===== src/rtl/pwm_bridge_array.sv =====
`default_nettype none
// pwm_bridge_array: Avalon-MM array of H-bridge / servo PWM channels sharing one period counter.
// Optional watchdog enabled by defining PWM_BRIDGE_WATCHDOG_EN.
module pwm_bridge_array #(
  parameter int NUM_CH = 4,
  parameter int CNT_W  = 20,
  parameter int PRE_W  = 8,
  parameter int ADDR_W = 5
) (
  input  logic              clk,
  input  logic              reset,
  input  logic [ADDR_W-1:0] avs_address,
  input  logic              avs_write,
  input  logic [31:0]       avs_writedata,
  input  logic              avs_read,
  output logic [31:0]       avs_readdata,
  output logic [NUM_CH-1:0] pin_a,
  output logic [NUM_CH-1:0] pin_b,
  output logic              period_tick
);
  localparam logic [ADDR_W-1:0] A_CTRL   = ADDR_W'(0);
  localparam logic [ADDR_W-1:0] A_PERIOD = ADDR_W'(1);
  localparam logic [ADDR_W-1:0] A_PRE    = ADDR_W'(2);
  localparam logic [ADDR_W-1:0] A_WDOG   = ADDR_W'(3);

  logic              enable;
  logic              fault;
  logic [CNT_W-1:0]  period;
  logic [CNT_W-1:0]  cnt;
  logic [PRE_W-1:0]  prescale;
  logic [PRE_W-1:0]  pre_cnt;
  logic [NUM_CH-1:0] ch_wr;
  logic [31:0]       ch_rd [NUM_CH];
  logic [31:0]       wd_rd;
  logic [31:0]       rd_mux;
  logic              advance;
  logic              wrap;
  logic              ctrl_wr;
  logic              unused_wdata;

  assign unused_wdata = ^avs_writedata;
  assign ctrl_wr = avs_write && (avs_address == A_CTRL);
  // >= keeps the counters bounded if PERIOD/PRESCALE shrink below the running count
  assign advance = enable && (pre_cnt >= prescale);
  assign wrap    = advance && (cnt >= period);

  always_ff @(posedge clk or posedge reset) begin
    if (reset) begin
      cnt         <= '0;
      pre_cnt     <= '0;
      period_tick <= 1'b0;
    end else begin
      period_tick <= wrap;
      if (!enable) begin
        cnt     <= '0;
        pre_cnt <= '0;
      end else begin
        pre_cnt <= advance ? '0 : pre_cnt + 1'b1;
        if (wrap)
          cnt <= '0;
        else if (advance)
          cnt <= cnt + 1'b1;
      end
    end
  end

  always_ff @(posedge clk or posedge reset) begin
    if (reset) begin
      enable   <= 1'b0;
      period   <= '0;
      prescale <= '0;
    end else if (avs_write) begin
      case (avs_address)
        A_CTRL:   enable   <= avs_writedata[0];
        A_PERIOD: period   <= avs_writedata[CNT_W-1:0];
        A_PRE:    prescale <= avs_writedata[PRE_W-1:0];
        default:  ;
      endcase
    end
  end

  for (genvar i = 0; i < NUM_CH; i++) begin : g_ch
    localparam logic [ADDR_W-1:0] A_CH = ADDR_W'(4 + i);
    logic [CNT_W-1:0] sh_duty, ac_duty;
    logic             sh_mode, sh_dir, sh_brake;
    logic             ac_mode, ac_dir, ac_brake;
    logic             a_q, b_q, pwm;

    assign ch_wr[i] = avs_write && (avs_address == A_CH);
    assign pwm      = cnt < ac_duty;
    assign ch_rd[i] = {1'b0, sh_brake, sh_dir, sh_mode, {(28-CNT_W){1'b0}}, sh_duty};
    assign pin_a[i] = a_q;
    assign pin_b[i] = b_q;

    always_ff @(posedge clk or posedge reset) begin
      if (reset) begin
        sh_duty <= '0; sh_mode <= 1'b0; sh_dir <= 1'b0; sh_brake <= 1'b0;
        ac_duty <= '0; ac_mode <= 1'b0; ac_dir <= 1'b0; ac_brake <= 1'b0;
        a_q     <= 1'b0;
        b_q     <= 1'b0;
      end else begin
        if (ch_wr[i]) begin
          sh_duty  <= avs_writedata[CNT_W-1:0];
          sh_mode  <= avs_writedata[28];
          sh_dir   <= avs_writedata[29];
          sh_brake <= avs_writedata[30];
        end
        // Loading the pre-write shadow lets a write on the wrap cycle land one period later
        if (wrap || !enable) begin
          ac_duty  <= sh_duty;
          ac_mode  <= sh_mode;
          ac_dir   <= sh_dir;
          ac_brake <= sh_brake;
        end
        if (!enable || fault) begin
          a_q <= 1'b0; b_q <= 1'b0;
        end else if (ac_mode) begin
          a_q <= pwm;  b_q <= 1'b0;
        end else if (ac_brake) begin
          a_q <= 1'b1; b_q <= 1'b1;
        end else if (ac_dir) begin
          a_q <= 1'b0; b_q <= pwm;
        end else begin
          a_q <= pwm;  b_q <= 1'b0;
        end
      end
    end
  end

`ifdef PWM_BRIDGE_WATCHDOG_EN
  logic [15:0] wd_reload;
  logic [15:0] wd_cnt;
  logic        wd_wr;
  logic        fault_clr;

  assign wd_wr     = avs_write && (avs_address == A_WDOG);
  assign fault_clr = ctrl_wr && avs_writedata[1];
  assign wd_rd     = {16'h0, wd_reload};

  always_ff @(posedge clk or posedge reset) begin
    if (reset) begin
      wd_reload <= '0;
      wd_cnt    <= '0;
      fault     <= 1'b0;
    end else begin
      if (wd_wr)
        wd_reload <= avs_writedata[15:0];
      if (wrap && (wd_cnt != 16'h0)) begin
        wd_cnt <= wd_cnt - 1'b1;
        if ((wd_cnt == 16'h1) && (wd_reload != 16'h0))
          fault <= 1'b1;
      end
      if (fault_clr)
        fault <= 1'b0;
      if (wd_wr)
        wd_cnt <= avs_writedata[15:0];
      else if (fault_clr || (|ch_wr))
        wd_cnt <= wd_reload;
    end
  end
`else
  assign fault = 1'b0;
  assign wd_rd = '0;
`endif

  always_comb begin
    rd_mux = '0;
    if (avs_address == A_CTRL)   rd_mux[1:0] = {fault, enable};
    if (avs_address == A_PERIOD) rd_mux[CNT_W-1:0] = period;
    if (avs_address == A_PRE)    rd_mux[PRE_W-1:0] = prescale;
    if (avs_address == A_WDOG)   rd_mux = wd_rd;
    for (int i = 0; i < NUM_CH; i++)
      if (avs_address == ADDR_W'(4 + i)) rd_mux = ch_rd[i];
  end

  always_ff @(posedge clk or posedge reset) begin
    if (reset)
      avs_readdata <= '0;
    else if (avs_read)
      avs_readdata <= rd_mux;
  end
endmodule
`default_nettype wire


===== config.mk =====
export PLATFORM = sky130hd
export DESIGN_NAME = pwm_bridge_array
export DESIGN_NICKNAME = d
export VERILOG_FILES = /design/src/rtl/pwm_bridge_array.sv
export SDC_FILE = /design/constraint.sdc
export NUM_CORES = 1
export LEC_CHECK = 0
export CORE_MARGIN = 3
export CORE_UTILIZATION = 50
export CTS_BUF_LIST = sky130_fd_sc_hd__clkbuf_4
export DETAILED_ROUTE_END_ITERATION = 6
export PLACE_DENSITY = 0.69
export SETUP_SLACK_MARGIN = 0.5
export SYNTH_ARGS = -nofsm -noshare
export SYNTH_HDL_FRONTEND = slang
export SYNTH_SLANG_ARGS = --single-unit
export TNS_END_PERCENT = 1

===== constraint.sdc =====
create_clock -name clk -period 11.5 [get_ports clk]
set_clock_uncertainty 0.15 [all_clocks]
set_input_delay 1.15 -clock clk [delete_from_list [all_inputs] [get_ports clk]]
set_output_delay 1.15 -clock clk [all_outputs]
set_load 0.01 [all_outputs]

; Word-level counts from Yosys, hierarchy flattened
; Cells that the tools add are included.
[op_classes]
n_addsub = 2
n_mul = 0
n_reduce_logical = 12
n_bitwise = 0
shift = 0
div_mod_pow = 0
magnitude_cmp = 6
n_mux = 45
n_eq_ne = 8
[op_table]
columns = operator, count
row1 = $mux W32, 4
row2 = $mux W20, 5
row3 = $lt A20 B20 Y1, 4
row4 = $mux W1, 33
row5 = $mux W8, 3
row6 = $add A20 B1 Y20 const B, 1
row7 = $eq A5 B3 Y1 const B, 4
row8 = $ge A20 B20 Y1, 1
row9 = $eq A5 B2 Y1 const B, 2
row10 = $add A8 B1 Y8 const B, 1
row11 = $ge A8 B8 Y1, 1
row12 = $logic_and A1 B1 Y1, 6
row13 = $reduce_and A2 Y1, 3
row14 = $eq A5 B1 Y1 const B, 1
row15 = $logic_not A5 Y1, 1
row16 = $ne A3 B1 Y1 const B, 1
row17 = $logic_not A1 Y1, 1
row18 = $logic_or A1 B1 Y1, 1
[totals]
word_cells = 120
latch_bits = 0
mem_bits_ro = 0
n_memories = 0
reg_bits = 282
in_bits = 41
ram_bits = 0
output_inout_bits = 41

; Depth between registers and ports, before layout
[depth]
depth_word = 9
ltp_mapped = 12

; Least setup slack after synthesis
; Ideal clock, no wire load.
[synth_path]
kind = input -> register
start = input port avs_address[4]
end = register g_ch[1].sh_brake
path_slack_ns = 8.418
arrival_time_ns = 2.807
path_stages = 7
path_cell_list = or3b_2 clkbuf_1 nor2_1 and3_1 buf_2 buf_2 mux2_2
[synth_between]
elab_chain_len = 2
[synth_lines]
columns = item, line_no
row1 = from (decl), 12  ; input logic [ADDR_W-1:0] avs_address,
row2 = $eq A5 B3 Y1, 89  ; assign ch_wr[i] = avs_write && (avs_address == A_CH);
row3 = $logic_and A1 B1 Y1, 89
row4 = to (signal assigned), 106  ; sh_brake <= avs_writedata[30];
row5 = to (decl), 85  ; logic sh_mode, sh_dir, sh_brake;
; Every way passes these cells.
; A chain may end at the register's enable or synchronous reset.

; Worst setup path in the final report
[layout_path]
start = input port avs_address[2]
end = register g_ch[0].sh_duty[9]
[layout_between]
elab_chain_len = 2
[layout_lines]
columns = item, line_no
row1 = $eq A5 B3 Y1, 89
row2 = $logic_and A1 B1 Y1, 89
row3 = to (signal assigned), 103  ; sh_duty <= avs_writedata[CNT_W-1:0];
row4 = to (decl), 84  ; logic [CNT_W-1:0] sh_duty, ac_duty;
; Every way passes these cells.

==> flow_summary.json <==
{
  "seq_area_frac_synth_pct": 47.1,
  "p_leak_nw": 7.98,
  "power_density_mw_per_mm2": 172,
  "max_freq_mhz": 228,
  "final_nets": 1474,
  "critPathMaxFanout": 23,
  "synth-simple-area-share_pct": 5.81,
  "area_growth_pct": 12.3,
  "cts_buffers": 75,
  "clock_latency_ns": 0.67,
  "postCtsSetupRepairBufs": 0,
  "min_path_type": "register to register",
  "start_util_pct": 51.5,
  "placed_cells": 1628,
  "yosysWarnings": 0,
  "synth_edf_count": 0,
  "synth_compound_area_share_pct": 11.5,
  "worstSetupPathType": "primary input to register",
  "setup_tns_ns": 0,
  "wirelength_um": 36300,
  "rows": 61,
  "slew_violations": 0,
  "drc": 0,
  "synth_most_common_cell": "dfrtp_1",
  "maxCapViolations": 0,
  "yosysTopAreaCellShare_pct": 47.1,
  "viasPerCell": 5.71,
  "fin_crit_ns": 4.38,
  "synth.cell_area_mm2": 0.0145,
  "status": "completed",
  "hold_buffers": 0,
  "ant_nets": 0,
  "cts_max_level": 3,
  "ios": 82,
  "path_clk_slew_ns": 0.06,
  "end_kind": "register",
  "io_buffers": 63,
  "synthMuxAreaShare_pct": 19.7,
  "cts_tree": "built",
  "worst_slew_pin_slew_ns": 1.25,
  "synth_commonest_cells": "dfrtp_1 (273), mux2_2 (153), inv_1 (142), ha_1 (106), mux2_4 (69)",
  "die_width_um": 176,
  "grt_start_max_net_pins": 173,
  "path_buf_inv": 1,
  "synth_cells": 1235,
  "vias": 10000,
  "async_reset_ff_share_pct": 100,
  "critPathRequiredTime_ns": 11.88,
  "die-area_mm2": 0.0311,
  "ys.flop_type": "dfrtp_1",
  "critPathSlowestCell": "nor3_2",
  "setup_violations": 0,
  "first_pass_iters": 5,
  "ctsResizeCount": 0,
  "synth_top_family_by_area": "multiplexers",
  "dr.first_iter.drc_count": 771,
  "yosys.area_share.adder_pct": 9.15,
  "avgSynthCellArea_um2": 11.7,
  "yosys_register_bits": 273,
  "drive_gt1_share_pct": 27.9,
  "path_cells": "clkdlybuf4s50_1 -> or3b_2 -> nor3_2 -> nand2_2 -> mux2_2",
  "max_stage_delay_ns": 1.03,
  "gp_congestion": 0.860,
  "antenna_found_initial": 1,
  "start_kind": "primary input",
  "clock-sinks": 273,
  "synthTopCellsByArea": "dfrtp_1 (47%), mux2_2 (12%), ha_1 (9.1%)",
  "arrival_ns": 4.76,
  "die_y_um": 176,
  "slew_headroom_pct": 16.0,
  "dpl.hpwl_um": 24000,
  "synth_top_cell_by_area": "dfrtp_1",
  "grt.total_usage_pct": 23.8,
  "overflow": 0,
  "r2r_setup_slack_ns": 7.56,
  "cts_buffer_depth": 3,
  "cp_top_family": "simple AND/OR/NAND/NOR gates",
  "cts-root-buf": "clkbuf_4",
  "rsz0062_at_grt": "false",
  "min_period_over_period_pct": 38.1,
  "grt_pass1_wl_um": 57500,
  "post_drt_wl_per_cell_um": 20.7,
  "vdd_drop_max_uv": 87.0,
  "fin_cells": 1754,
  "synth_cell_types": 61,
  "coreArea_mm2": 0.0282,
  "synth_xor_area_share_pct": 0.363,
  "grt_pass1_vias": 10100,
  "final_hold_viol_count": 0
}
-- registers in the layout, summed over array words and instances, names as in the netlist --
signal	flops
g_ch.ac_brake	4
cnt	20
g_ch.sh_duty	80
enable	1
g_ch.ac_mode	4
period_tick	1
g_ch.ac_duty	80
prescale	8
g_ch.a_q	4
period	20
g_ch.sh_mode	4
g_ch.sh_brake	4
g_ch.sh_dir	4
g_ch.b_q	4
pre_cnt	8
avs_readdata	23
g_ch.ac_dir	4
-- path summary, 6_finish.rpt --
kind                                                    to                           start  cells past startpoint
max                         g_ch[0].sh_duty[9]$_DFFE_PP0P_                  avs_address[2]                      5
min                         g_ch[0].ac_duty[7]$_DFFE_PP0P_  g_ch[0].ac_duty[7]$_DFFE_PP0P_                      1
max reg2reg                g_ch[0].ac_duty[11]$_DFFE_PP0P_              cnt[2]$_DFFE_PP0P_                     10
min reg2reg                 g_ch[0].ac_duty[7]$_DFFE_PP0P_  g_ch[0].ac_duty[7]$_DFFE_PP0P_                      1
max in group asynchronous  g_ch[2].ac_duty[19]$_DFFE_PP0P_                           reset                      3
min in group asynchronous             pre_cnt[2]$_DFF_PP0_                           reset                      2
-- report_power, final --
group          leakage [nW]  switching, mW  internal (mW)
sequential             3.54          0.140           1.15
combinational          3.89          0.311          0.356
clock                 0.555          0.392          0.451
total                  7.98          0.843           1.96
-- worst reg2reg max path: cells and delay by family (launching register included) --
family	cells	cell delay [ns]
compound gates	5	1.17
fa+ha+maj	1	0.38
buf+inv	2	0.98
flops	1	0.53
mux	1	0.54
simple gates	1	0.05
-- area by class of cell --
type                       instances  area [um2]
antenna                            1        2.50
clock buffer                     115         863
clock inverter                    10        42.5
fill                            2366       11900
inverter                         142         541
multi-input combinational        761        6820
sequential                       273        6830
tap                              378         473
timing repair buffer              74         716
-- layout by cell type (no fill, tap or decap), types with 39 or more instances in the layout --
| master | count |
|---|---|
| mux2_2 | 153 |
| a21oi_1 | 56 |
| o21ai_0 | 48 |
| dfrtp_1 | 273 |
| mux2_4 | 69 |
| nor2_1 | 46 |
| nand2_1 | 39 |
| clkbuf_4 | 115 |
| ha_1 | 106 |
| clkdlybuf4s50_1 | 61 |
| inv_1 | 141 |
-- cell families after synthesis --
group           count (synthesis)
fa+ha+maj                     106
flops                         273
compound gates                243
xor+xnor                        6
buf+inv                       209
mux                           226
other cells                     1
simple gates                  171
-- stage by stage --
stage	worst slack [ns]	total power, mW	instance area [um2]	util, %	hold slack (ns)
2_1_floorplan	2.68	1.78	14500	-	0.319
3_3_place_gp	6.60	1.94	15400	54.6	0.340
3_5_place_dp	6.53	1.97	15400	54.6	0.344
4_1_cts	7.23	2.82	16300	57.8	0.359
5_1_grt	7.14	2.97	16300	57.8	0.370
6_report	7.12	2.80	16300	57.8	0.359
-- layer usage --
metal  part of all wire [%]  vias to the layer above  global-route usage [%]  routed length, um
met3                    7.0                       78                    5.08               2550
met1                     47                     5013                    35.3              17100
met4                    2.5                        0                    7.72                905
met2                     43                      347                    34.8              15800
met5                      0                        -                       0                  0
li1                       -                     4586                       -                  -
Note: power is estimated with default switching activity, not from simulation.
